===== src/rtl/brom_fetch_pkg.sv =====
// rtl/brom_fetch_pkg.sv - shared states, constants and line type for the boot ROM line fetcher
package brom_fetch_pkg;

  typedef enum logic [1:0] {
    IDLE,
    ISSUE,
    WAIT_RESP,
    RESP
  } brom_fetch_state_t;

  localparam int BROM_WORD_BYTES  = 4;
  localparam int BROM_LINE_OFFSET = 4;
  localparam int BROM_LINE_WORDS  = 4;

  typedef logic [32*BROM_LINE_WORDS-1:0] brom_line_t;

endpackage


===== src/rtl/brom_line_fetch.sv =====
// rtl/brom_line_fetch.sv - line fetch initiator issuing sequential word reads to the boot ROM
// Optional per-word watchdog enabled by BROM_FETCH_TIMEOUT_EN.
module brom_line_fetch
  import brom_fetch_pkg::*;
#(
  parameter int ADDR_WIDTH     = 24,
  parameter int WORDS_PER_LINE = 4,
  parameter int TIMEOUT_CYCLES = 64
) (
  input  logic                         clk,
  input  logic                         rst,
  input  logic                         req_valid_i,
  output logic                         req_ready_o,
  input  logic [ADDR_WIDTH-1:0]        req_addr_i,
  output logic                         resp_valid_o,
  input  logic                         resp_ready_i,
  output logic [32*WORDS_PER_LINE-1:0] resp_line_o,
  output logic                         resp_error_o,
  output logic                         brom_req_valid_o,
  output logic [ADDR_WIDTH-1:0]        brom_req_address_o,
  input  logic                         brom_ready_i,
  input  logic [31:0]                  brom_resp_data_i,
  input  logic                         brom_resp_valid_i
);

  localparam int IDX_W  = (WORDS_PER_LINE > 1) ? $clog2(WORDS_PER_LINE) : 1;
  localparam int LINE_W = 32 * WORDS_PER_LINE;
  localparam logic [IDX_W-1:0]      LAST_IDX  = IDX_W'(WORDS_PER_LINE - 1);
  localparam logic [ADDR_WIDTH-1:0] LINE_MASK = ADDR_WIDTH'((2 ** BROM_LINE_OFFSET) - 1);

  brom_fetch_state_t state, state_next;
  logic [ADDR_WIDTH-1:0] base;
  logic [IDX_W-1:0]      index;
  logic [LINE_W-1:0]     line;
  logic                  error;
  logic                  timed_out;

`ifdef BROM_FETCH_TIMEOUT_EN
  localparam int TMR_W = $clog2(TIMEOUT_CYCLES + 1);
  logic [TMR_W-1:0] timer;

  // Held at zero outside WAIT_RESP so every word starts a fresh count.
  always_ff @(posedge clk) begin
    if (rst || state != WAIT_RESP) timer <= '0;
    else                           timer <= timer + 1'b1;
  end

  assign timed_out = (state == WAIT_RESP) && (timer == TMR_W'(TIMEOUT_CYCLES - 1));
`else
  assign timed_out = 1'b0 & (TIMEOUT_CYCLES > 0);
`endif

  always_ff @(posedge clk) begin
    if (rst) begin
      state <= IDLE;
      base  <= '0;
      index <= '0;
      line  <= '0;
      error <= 1'b0;
    end else begin
      state <= state_next;
      case (state)
        IDLE: begin
          if (req_valid_i) begin
            base  <= req_addr_i & ~LINE_MASK;
            index <= '0;
            line  <= '0;
            error <= 1'b0;
          end
        end
        WAIT_RESP: begin
          // A response landing on the limit cycle still wins over the watchdog.
          if (brom_resp_valid_i) begin
            line[32*index +: 32] <= brom_resp_data_i;
            if (index != LAST_IDX) index <= index + 1'b1;
          end else if (timed_out) begin
            line  <= '0;
            error <= 1'b1;
          end
        end
        default: ;
      endcase
    end
  end

  always_comb begin
    state_next       = state;
    req_ready_o      = 1'b0;
    resp_valid_o     = 1'b0;
    brom_req_valid_o = 1'b0;
    case (state)
      IDLE: begin
        req_ready_o = 1'b1;
        if (req_valid_i) state_next = ISSUE;
      end
      ISSUE: begin
        brom_req_valid_o = brom_ready_i;
        if (brom_ready_i) state_next = WAIT_RESP;
      end
      WAIT_RESP: begin
        if (brom_resp_valid_i) state_next = (index == LAST_IDX) ? RESP : ISSUE;
        else if (timed_out)    state_next = RESP;
      end
      RESP: begin
        resp_valid_o = 1'b1;
        if (resp_ready_i) state_next = IDLE;
      end
      default: state_next = IDLE;
    endcase
  end

  assign brom_req_address_o = base + (ADDR_WIDTH'(index) << $clog2(BROM_WORD_BYTES));
  assign resp_line_o        = line;
  assign resp_error_o       = (state == RESP) && error;

endmodule


===== config.mk =====
export PLATFORM = sky130hd
export DESIGN_NAME = brom_line_fetch
export DESIGN_NICKNAME = d
export VERILOG_FILES = /design/src/rtl/brom_fetch_pkg.sv /design/src/rtl/brom_line_fetch.sv
export SDC_FILE = /design/constraint.sdc
export NUM_CORES = 1
export LEC_CHECK = 0
export ABC_AREA = 1
export CAP_MARGIN = 20
export CORE_MARGIN = 5
export CORE_UTILIZATION = 25
export DETAILED_ROUTE_END_ITERATION = 6
export PLACE_DENSITY = 0.56
export SETUP_SLACK_MARGIN = 0.4
export SYNTH_ARGS = -nofsm -noshare
export SYNTH_HDL_FRONTEND = slang
export SYNTH_SLANG_ARGS = --single-unit

===== constraint.sdc =====
create_clock -name clk -period 3.39 [get_ports clk]
set_input_delay 0.339 -clock clk [delete_from_list [all_inputs] [get_ports clk]]
set_output_delay 0.339 -clock clk [all_outputs]
set_load 0.1 [all_outputs]

# == Yosys cells after proc, flatten, opt, wreduce, memory -nomap -nowiden ==
# Index checks and enable logic that the tools add are counted.
# classes
div_mod_pow,0
magnitude_cmp,0
eq_ne,10
bitwise,0
n_mul,0
reduce_logical,6
shift,2
add_sub_neg,3
muxes,17
# op_table
cell,count
128-bit 2-to-1 mux,2
128-bit case mux with 2 select lines,1
128-bit bitwise mux,1
"32-bit by 34-bit variable shift with 128-bit output, first input constant",1
32-bit by 34-bit indexed part select with 128-bit output,1
7-bit negator with 34-bit output,1
24-bit by 4-bit adder with 24-bit output,1
2-bit 2-to-1 mux,8
"2-bit inequality test, second input constant",6
2-bit case mux with 4 select lines,1
4-bit AND reduction,2
"2-bit == test, second input constant",3
2-bit case mux with 2 select lines,1
1-bit 2-to-1 mux,3
3-bit AND reduction,1
"2-bit by 1-bit adder with 2-bit output, second input constant",1
"2-bit by 1-bit == test with 1-bit output, second input constant",1
2-bit zero test,1
2-bit AND reduction,1
2-bit nonzero test,1
# totals
ramBits,0
latchBits,0
romBits,0
regBits,152
elab_cells,42
memories,0
output_inout_bits,156

# == Longest topological paths before layout ==
# logic_depth
word_depth,5
mapped_depth,9
ltp_nobuf,8

# == Worst setup path before layout ==
# No wires, ideal clock.
# synth_path
kind,reg2reg
start,register index[0]
end,"register line[64], in the netlist resp_line_o[64]"
arrival_time_ns,2.432
required_ns,3.326
path_stages_with_launch,10
n_path_buf,1
slack_ns,0.894
path_cell_list,dfxtp_1 > inv_1 > ha_1 > inv_1 > nor2_1 > nand2_1 > nor2_2 > buf_2 > a21oi_1 > nor2_1
# synth_between
elab_chain_cells,5
elab_cells_between_ends,6
classes_between,add/sub (1); shift (2); mux (3)
# synth_rtl
element,line,rtl
start: declaration,brom_line_fetch.sv:33,logic [IDX_W-1:0] index;
start signal: assignment,brom_line_fetch.sv:75,if (index != LAST_IDX) index <= index + 1'b1;
7-bit negator with 34-bit output (*),brom_line_fetch.sv:74,line[32*index +: 32] <= brom_resp_data_i;
32-bit by 34-bit indexed part select with 128-bit output or 32-bit by 34-bit variable shift with 128-bit output (tied branches),brom_line_fetch.sv:74,
128-bit bitwise mux (*),brom_line_fetch.sv:74,
128-bit 2-to-1 mux (*),brom_line_fetch.sv:73,if (brom_resp_valid_i) begin
128-bit case mux with 2 select lines (*),brom_line_fetch.sv:62,case (state)
end signal: indexed assignment,brom_line_fetch.sv:74,
end: declaration,brom_line_fetch.sv:34,logic [LINE_W-1:0] line;
# Mark *: on every way between the ends. The rest lies on a longest branch, timed or not. The select of a mux whose other input is x is not followed.
# A chain may end at the register's enable or synchronous reset.

# == Worst setup path after layout ==
# layout_path
start,register index[1]
end,"register line[59], in the netlist resp_line_o[59]"
# The elaborated chain is that of the path after synthesis.

==> impl_metrics.yaml <==
run_status:
  status: "completed"
floorplan:
  start_util_pct: 25.39
  die_x_um: 178.2
  die_h_um: 178.2
  die_area_um2: 31760
  ios: 218
  core_um2: 27860
  rows: 61
setup_path:
  endpoint_kind: "register"
  cp_data_required_time_ps: 3740
  cp.arrival_ps: 2870
  rr_endpoint: "resp_line_o[59]$_SDFFE_PP0P_"
  r2r_start: "index[1]$_SDFFE_PP0P_"
  startpoint: "index[1]$_SDFFE_PP0P_"
  ff2ff_setup_slack_ps: 880
  start_kind: "register"
  crit_type: "register to register"
  critPathMaxFanout: 32
  endpoint: "resp_line_o[59]$_SDFFE_PP0P_"
  worstRegToRegCells: 8
global_routing:
  met1_usage_pct: 18.58
  grt_pass1_wl_mm: 36.20
  grt_use_total_pct: 14.56
  use_met2_pct: 23.86
  first_global_vias: 6458
  antenna_found_initial: 0
  grt.busiest_layer: "met2"
  overflow: 0
  use_met3_pct: 4.578
  grt_max_degree: 80
synth:
  synth_top_area_share_pct: 43.01
  syn_area_per_cell_um2: 6.200
  synth_flop_cell: "dfxtp_1"
  synth_area_leader_cell: "dfxtp_1"
  yosysWarnings: 0
  synth-edff-count: 0
  synthesis.instances: 1141
  ys_ff_latch: 152
  synth_most_common_cell: "nor2_1"
  syn-cell-area_um2: 7074
  synth-seq-area-share_pct: 43.01
  synth_area_leaders: "dfxtp_1 43%, nor2_1 17%, nand2_1 17%, inv_1 7.4%, a21oi_1 3.7%"
  yosysUniqueCellTypes: 23
  ys_async_sr_fraction_pct: 0
  synth_commonest_cells: "319 x nor2_1, 317 x nand2_1, 152 x dfxtp_1"
run:
  drv_cap: 0
finish:
  final_net_count: 1381
  final_util_pct: 36.26
  multiInputGateArea_um2: 3139
  area_growth_pct: 42.78
  n_antenna_cell: 0
  seqCellArea_um2: 3044
  drive_above_1_share_pct: 5.350
  n_fill_cell: 3038
  stdcell_count: 1705
clock_tree:
  htree_levels: 4
  root_buffer: "clkbuf_16"
  ctsLongestPathBuffers: 2
  hold_buffers: 0
  tritoncts: "done"
  cts.sinks: 152
  cts_setup_buffers: 0
  clock_latency_ps: 420
  cts_resized: 0
  cts.clk_slew.worst_paths_ps: 60
  cts_buffers: 17
place:
  placed_cells: 1673
  port_buffers: 210
  place_congestion: 0.7436
  post-dp-hpwl_mm: 15.98
power_and_ir_drop:
  p_total_w: 0.01121
  ir_drop_mv: 0.4273
  power_leakage_nw: 4.490
  power.density_nw_per_um2: 1110
route:
  drcViolationCount: 0
  drt_wl_total_mm: 23.49
  wl_per_cell_um: 13.78
  vias_per_cell: 4.102
  final_antenna_net_count: 0
  dr.pass1.iters: 6
  vias: 6994
  drtIter0Drc: 360
sta:
  worst_slew_pin_slew_ps: 1052
  period_needed_ps: 2513
  rsz0062_at_grt: "false"
  finalHoldViolCount: 0
  clock_skew_ps: 8.011
  fin_tns_setup_ps: 0
  fmax_ghz: 0.3980
  relSlewSlack_pct: 29.65
  slew_viol_final: 0
  setup_viol: 0
  finalCritPeriodShare_pct: 74.13
  holdWs_ps: 484.4
hold_path:
  hold_class: "register to register"
==> layout by cell type (no fill, tap or decap) <==
master	count
ha_1	5
nor2_4	2
nand3_2	6
bufinv_16	4
conb_1	3
dfxtp_1	151
buf_12	3
nand2_1	317
clkinv_4	1
a21oi_1	53
or2_1	3
inv_6	2
clkdlybuf4s50_1	207
nand2_2	1
nand3_1	32
clkinvlp_4	2
dfxtp_2	1
clkbuf_16	17
a21oi_2	1
inv_4	1
buf_4	11
inv_1	140
o21bai_1	1
nor2_1	319
or2_0	1
clkbuf_8	4
inv_2	13
nor2_2	2
o21ai_0	22
clkbuf_1	2
==> worst max-delay path, cell delays in order, from the launching register on <==
cell,delay [ps]
dfxtp_1,380
inv_1,110
ha_1,320
inv_1,220
nor2_1,230
nand3_2,690
nor2_1,310
nor2_1,70
nor2_1,120
==> cell families after synthesis <==
kind of cell | share of synthesized area [%]
other cells | 0.05301
flops | 43.01
fa+ha+maj | 0.8843
buf+inv | 12.79
simple gates | 37.73
compound gates | 5.536
==> metal layers <==
| layer | part of all wire, % | vias to the layer above |
|---|---|---|
| met4 | 1.2 | 0 |
| met1 | 46 | 3104 |
| met3 | 7.4 | 14 |
| met5 | 0 | - |
| li1 | - | 3694 |
| met2 | 46 | 182 |
==> area by class of cell <==
cell class | instances | share of cell area, %
flip-flops and latches | 152 | 30.14
inverters | 154 | 5.748
well taps | 378 | 4.682
repair buffers | 221 | 21.92
multi-input cells | 768 | 31.08
clock inverters | 9 | 1.598
clock buffers | 23 | 4.831
==> how the worst min path moves through the flow <==
stage                           from                           to  slack [ps]  depth (start not counted)
2_1_floorplan    brom_resp_data_i[0]  resp_line_o[0]$_SDFFE_PP0P_         480                          2
3_3_place_gp   base[16]$_SDFFE_PP0P_        base[16]$_SDFFE_PP0P_         460                          2
3_5_place_dp   base[17]$_SDFFE_PP0P_        base[17]$_SDFFE_PP0P_         470                          2
4_1_cts        base[17]$_SDFFE_PP0P_        base[17]$_SDFFE_PP0P_         490                          2
5_1_grt        base[20]$_SDFFE_PP0P_        base[20]$_SDFFE_PP0P_         520                          2
6_report       base[17]$_SDFFE_PP0P_        base[17]$_SDFFE_PP0P_         480                          2
==> flip-flops by register name, summed over array words and instances (netlist names) <==
register / cells
resp_line_o: 128
state: 2
index: 2
base: 20
==> report_power, final <==
group	total, W	internal, W	switching [W]
clock	0.00212	0.00132	0.000802
sequential	0.00252	0.00227	0.000256
combinational	0.00657	0.00149	0.00508
total	0.0112	0.00508	0.00613
==> metrics by stage <==
stage	cell area, um^2	setup slack (ps)
after floorplan	7082	893.6
after global routing	10100	502.3
after detailed placement	9452	831.5
after global placement	9452	874.4
final	10100	877.1
after CTS	10100	803.2
No activity file was read; power rests on OpenSTA's default activity.
